**src/rtl/ddr_port_arbiter.sv**
```systemverilog
// ddr_port_arbiter: per-burst two-port Avalon-MM arbiter onto one SDRAM port with in-order read return routing.
// DDR_ARB_FIXED_PRIO_EN selects strict port-0 priority instead of round-robin.
module ddr_port_arbiter #(
  parameter int ADDR_WIDTH  = 32,
  parameter int DATA_WIDTH  = 128,
  parameter int BURST_WIDTH = 7,
  parameter int RD_TAGS     = 8
) (
  input  logic                    sys_clk_clk,
  input  logic                    sys_rstn_reset_n,
  input  logic [ADDR_WIDTH-1:0]   s0_address,
  input  logic [BURST_WIDTH-1:0]  s0_burstcount,
  input  logic                    s0_read,
  input  logic                    s0_write,
  input  logic [DATA_WIDTH-1:0]   s0_writedata,
  input  logic [DATA_WIDTH/8-1:0] s0_byteenable,
  output logic                    s0_waitrequest,
  output logic [DATA_WIDTH-1:0]   s0_readdata,
  output logic                    s0_readdatavalid,
  input  logic [ADDR_WIDTH-1:0]   s1_address,
  input  logic [BURST_WIDTH-1:0]  s1_burstcount,
  input  logic                    s1_read,
  input  logic                    s1_write,
  input  logic [DATA_WIDTH-1:0]   s1_writedata,
  input  logic [DATA_WIDTH/8-1:0] s1_byteenable,
  output logic                    s1_waitrequest,
  output logic [DATA_WIDTH-1:0]   s1_readdata,
  output logic                    s1_readdatavalid,
  output logic [ADDR_WIDTH-1:0]   m_address,
  output logic [BURST_WIDTH-1:0]  m_burstcount,
  output logic                    m_read,
  output logic                    m_write,
  output logic [DATA_WIDTH-1:0]   m_writedata,
  output logic [DATA_WIDTH/8-1:0] m_byteenable,
  input  logic                    m_waitrequest,
  input  logic [DATA_WIDTH-1:0]   m_readdata,
  input  logic                    m_readdatavalid
);
  localparam int TW = $clog2(RD_TAGS);
  localparam logic [BURST_WIDTH-1:0] ONE = BURST_WIDTH'(1);
  typedef enum logic [1:0] {IDLE, WR_BURST, RD_CMD} state_t;
  state_t state;
  logic gnt;
  logic [BURST_WIDTH-1:0] wr_cnt, rd_cnt, bc_g, bc_eff, rd_rem;
  logic [TW:0] wr_ptr, rd_ptr;
  logic tag_port [RD_TAGS];
  logic [BURST_WIDTH-1:0] tag_len [RD_TAGS];
  logic full, empty, el0, el1, win, win_wr, rd_g, wr_g, wr_acc, push, pop, head, beat;
  assign empty = wr_ptr == rd_ptr;
  assign full = (wr_ptr[TW] != rd_ptr[TW]) && (wr_ptr[TW-1:0] == rd_ptr[TW-1:0]);
  assign el0 = s0_write | (s0_read & ~full);
  assign el1 = s1_write | (s1_read & ~full);
`ifdef DDR_ARB_FIXED_PRIO_EN
  assign win = ~el0;
`else
  logic rr_ptr;
  assign win = (el0 & el1) ? ~rr_ptr : el1;
`endif
  assign win_wr = win ? s1_write : s0_write;
  assign rd_g = gnt ? s1_read : s0_read;
  assign wr_g = gnt ? s1_write : s0_write;
  assign bc_g = gnt ? s1_burstcount : s0_burstcount;
  assign bc_eff = (bc_g == '0) ? ONE : bc_g;
  assign m_address = gnt ? s1_address : s0_address;
  assign m_burstcount = bc_eff;
  assign m_writedata = gnt ? s1_writedata : s0_writedata;
  assign m_byteenable = gnt ? s1_byteenable : s0_byteenable;
  assign m_write = (state == WR_BURST) & wr_g;
  assign m_read = (state == RD_CMD) & rd_g;
  assign s0_waitrequest = (state == IDLE) | gnt | m_waitrequest;
  assign s1_waitrequest = (state == IDLE) | ~gnt | m_waitrequest;
  assign wr_acc = m_write & ~m_waitrequest;
  assign push = m_read & ~m_waitrequest;
  assign head = tag_port[rd_ptr[TW-1:0]];
  assign rd_rem = (rd_cnt == '0) ? tag_len[rd_ptr[TW-1:0]] : rd_cnt;
  assign beat = m_readdatavalid & ~empty;
  assign pop = beat & (rd_rem <= ONE);
  assign s0_readdatavalid = beat & ~head;
  assign s1_readdatavalid = beat & head;
  assign s0_readdata = m_readdata;
  assign s1_readdata = m_readdata;
  // Grant FSM: pick a winner in IDLE, hold it for a whole write burst or one read command.
  always_ff @(posedge sys_clk_clk) begin
    if (!sys_rstn_reset_n) begin
      state <= IDLE;
      gnt <= 1'b0;
      wr_cnt <= '0;
    end else begin
      case (state)
        IDLE: if (el0 | el1) begin
          gnt <= win;
          state <= win_wr ? WR_BURST : RD_CMD;
        end
        WR_BURST: if (wr_acc) begin
          if ((wr_cnt == '0) ? (bc_eff == ONE) : (wr_cnt == ONE)) begin
            state <= IDLE;
            wr_cnt <= '0;
          end else wr_cnt <= ((wr_cnt == '0) ? bc_eff : wr_cnt) - ONE;
        end
        RD_CMD: if (push || !rd_g) state <= IDLE;
        default: state <= IDLE;
      endcase
    end
  end
`ifndef DDR_ARB_FIXED_PRIO_EN
  // Round-robin pointer remembers the last granted port; starts at 1 so port 0 wins the first tie.
  always_ff @(posedge sys_clk_clk) begin
    if (!sys_rstn_reset_n) rr_ptr <= 1'b1;
    else if (state == IDLE && (el0 | el1)) rr_ptr <= win;
  end
`endif
  // Tag FIFO pointers and head beat counter; returning beats with no outstanding tag are dropped.
  always_ff @(posedge sys_clk_clk) begin
    if (!sys_rstn_reset_n) begin
      wr_ptr <= '0;
      rd_ptr <= '0;
      rd_cnt <= '0;
    end else begin
      if (push) wr_ptr <= wr_ptr + 1'b1;
      if (beat) rd_cnt <= pop ? '0 : rd_rem - ONE;
      if (pop) rd_ptr <= rd_ptr + 1'b1;
    end
  end
  // Tag storage: issuing port and effective burst length of each accepted read.
  always_ff @(posedge sys_clk_clk) begin
    if (push) begin
      tag_port[wr_ptr[TW-1:0]] <= gnt;
      tag_len[wr_ptr[TW-1:0]] <= bc_eff;
    end
  end
endmodule

```
**config.mk**
```make
export PLATFORM = sky130hd
export DESIGN_NAME = ddr_port_arbiter
export DESIGN_NICKNAME = d
export VERILOG_FILES = /design/src/rtl/ddr_port_arbiter.sv
export SDC_FILE = /design/constraint.sdc
export NUM_CORES = 1
export LEC_CHECK = 0
export BUFFER_PORTS_ARGS = -buffer_cell sky130_fd_sc_hd__buf_2
export CORE_AREA = 2 2 368 370
export DETAILED_ROUTE_END_ITERATION = 10
export DIE_AREA = 0 0 370 372
export SYNTH_ARGS = -nofsm -noshare
export SYNTH_HDL_FRONTEND = slang
export SYNTH_SLANG_ARGS = --single-unit
```
**constraint.sdc**
```tcl
create_clock -name sys_clk_clk -period 3.45 [get_ports sys_clk_clk]
set_input_delay 0.69 -clock sys_clk_clk [delete_from_list [all_inputs] [get_ports sys_clk_clk]]
set_output_delay 0.69 -clock sys_clk_clk [all_outputs]
set_load 0.005 [all_outputs]
```
==> impl_metrics.yaml <==
outcome:
  status: "complete, no violations"
sta:
  whs_ps: 473
  rsz0062_at_grt: "no"
  worst_slew_pin_slew_ps: 960
  relSlewSlack_pct: 36.0
  finalSetupViolCount: 0
  fmax_mhz: 326
  min_period_over_period_pct: 88.8
  skew_ps: 12.3
  drv_slew: 0
  hold_viol_final: 0
  tns_ps: 0
  period_needed_ps: 3060
global_routing:
  grt_antenna_before_repair: 167
  gr-usage-all-layers_pct: 12.7
  grt_pass1_vias: 7485
  grt_first_pass_wirelength_um: 105000
  grt.overflow.total: 0
  grt_max_degree: 71
logic_synthesis:
  synthFlopType: "edfxtp_1"
  synth-edff-count: 64
  synth_cell_types: 58
  synth.cell_area_mm2: 0.00836
  synth.area.top_cells: "mux2_2 25%, buf_4 23%, edfxtp_1 23%, dfxtp_1 6.9%, mux4_2 3.0%"
  yosys_warnings: 0
  synthCells: 806
  ys_seq_area_share_pct: 29.9
  async_flop_share_pct: 0
  avgSynthCellArea_um2: 10.4
  synth_top_area_cell: "mux2_2"
  synth-seq-cells: 93
  syn-num-nets: 1314
  synth.top_cell.area_share_pct: 25.1
floorplanning:
  dieArea_mm2: 0.138
  start_util_pct: 6.23
  dieHeight_um: 372
  core_area_mm2: 0.134
  die-width_um: 370
  ios: 947
  rows: 135
critical_path:
  cp-start-kind: "register"
  required_ps: 2760
  cp.arrival_ps: 2370
  end_kind: "output pin"
  criticalPathCategory: "register to output pin"
  slowest_stage: "buf_4"
  path_cells: "buf_4, mux2_2, buf_2"
  max_stage_delay_ps: 740
  crit_fanout: 70
power:
  p_leak_uw: 0.00459
  power.density_mw_per_mm2: 301
  peakVddDrop_uv: 235
routing:
  drtIter0Drc: 545
  final_antenna_net_count: 0
  drc: 0
  wire_per_inst_um: 31.4
  num_vias: 8249
  drtPass1Iterations: 5
  wirelength_um: 92400
  via_per_inst: 2.81
flow_run:
  maxCapViolations: 0
placement:
  place.gp.congestion: 1.12
  port_buffers: 562
  dp_hpwl_um: 85900
cts:
  cts.sinks: 93
  cts_hold_buf: 0
  root_buffer: "clkbuf_16"
  postCtsSetupBuffers: 0
  cts_resized: 0
  clk_pin_slew_ps: 70
  clk_latency_ps: 350
  cts_tree: "yes"
  cts_buffer_depth: 2
  cts_buffers: 9
  htree_levels: 3
layout:
  final_nets: 1620
  areaGrowthSynthToFinish_pct: 42.6
  final_core_util_pct: 8.88
  drive_gt1_share_pct: 72.1
worst_hold_path:
  hold_path.class: "register to register"
[path summary, 6_finish.rpt]
| kind | from | to | slack, ps | depth (start not counted) |
|---|---|---|---|---|
| max reg2reg | register | rd_cnt[4] | 460 | 9 |
| min reg2reg | rd_cnt[0] | rd_cnt[0] | 470 | 2 |
| max | gnt | m_writedata[105] | 390 | 3 |
| min | rd_cnt[0] | rd_cnt[0] | 470 | 2 |
[per-stage QoR]
step                      setup slack [ps]  area (um2)  instances  total power (uW)
after global placement                 504       11500       2882              2640
final                                  385       11900       2938              3590
after floorplan                        630        8360        806              2090
after global routing                   239       11900       2916              3790
after CTS                              301       11800       2898              3650
after detailed placement               443       11500       2882              2650
[logic make-up after synthesis]
family | count (synthesis) | synth area share [%]
mux | 217 | 30.5
buf+inv | 301 | 25.2
compound gates | 58 | 4.88
fa+ha+maj | 6 | 0.898
xor+xnor | 8 | 0.838
simple gates | 123 | 7.77
flops | 93 | 29.9
[cells in the final DEF, fill, tap and decap left out, drive strengths merged, types with 3 or more instances in the layout]
| master | n |
|---|---|
| buf | 585 |
| mux2 | 187 |
| edfxtp | 64 |
| diode | 40 |
| nor2 | 31 |
| nand2 | 30 |
| dfxtp | 29 |
| mux2i | 19 |
| a21oi | 17 |
| inv | 12 |
| mux4 | 11 |
| clkbuf | 10 |
| nand2b | 9 |
| nor3 | 8 |
| nand3 | 8 |
| and3 | 7 |
| nor2b | 7 |
| and2 | 6 |
| ha | 6 |
| o21ai | 6 |
| o31ai | 5 |
| xor2 | 5 |
| nor3b | 4 |
| or3 | 4 |
| o21a | 3 |
| xnor2 | 3 |
| a21boi | 3 |
| nand4 | 3 |
| clkinv | 3 |
[synthesized netlist by cell type (3+ instances only)]
master	number
o21ai_0	5
nand2_1	30
nor3b_1	4
a21boi_0	3
buf_4	258
o21a_1	3
nor2_1	31
mux2i_1	19
and2_1	6
mux4_2	11
xnor2_1	3
xor2_1	5
and3_1	7
edfxtp_1	64
nor2b_1	7
o31ai_1	5
nand4_1	3
a21oi_1	17
ha_1	6
nand3_1	8
or3_1	3
nor3_1	8
mux2_2	186
inv_1	10
dfxtp_1	29
clkbuf_1	28
nand2b_1	9
[power breakdown]
part	total (uW)	internal [uW]	switching, uW
registers	1250	1220	25.8
clock network	1010	570	439
logic	1340	647	692
total	3590	2440	1160
[metal layers]
| layer | vias up | share of wire [%] | track usage, % |
|---|---|---|---|
| met5 | - | 0.47 | 0.559 |
| met4 | 54 | 3.8 | 3.45 |
| met3 | 251 | 24 | 13.7 |
| met2 | 1099 | 35 | 16.2 |
| met1 | 3590 | 36 | 13.6 |
| li1 | 3255 | - | - |
[flip-flops by register name, indices dropped and copies added (netlist names), named ones only]
register / count
rr_ptr: 1
state: 2
rd_cnt: 7
gnt: 1
wr_ptr: 4
wr_cnt: 7
tag_len: 56
tag_port: 8
rd_ptr: 4
[cell type report]
type	count	area, um2
antenna	40	100
sequential	93	2510
multi-input combinational	412	3750
clock inverter	6	71.3
fill	15700	122000
timing repair buffer	585	3000
clock buffer	10	229
tap	1781	2230
inverter	11	41.3
[critical path, delay by kind of cell (launching register included)]
kind	cells	cell delay, ps
flip-flops	1	580
multiplexers	1	460
buffers and inverters	2	880
Power figures use the tool's default switching activity.
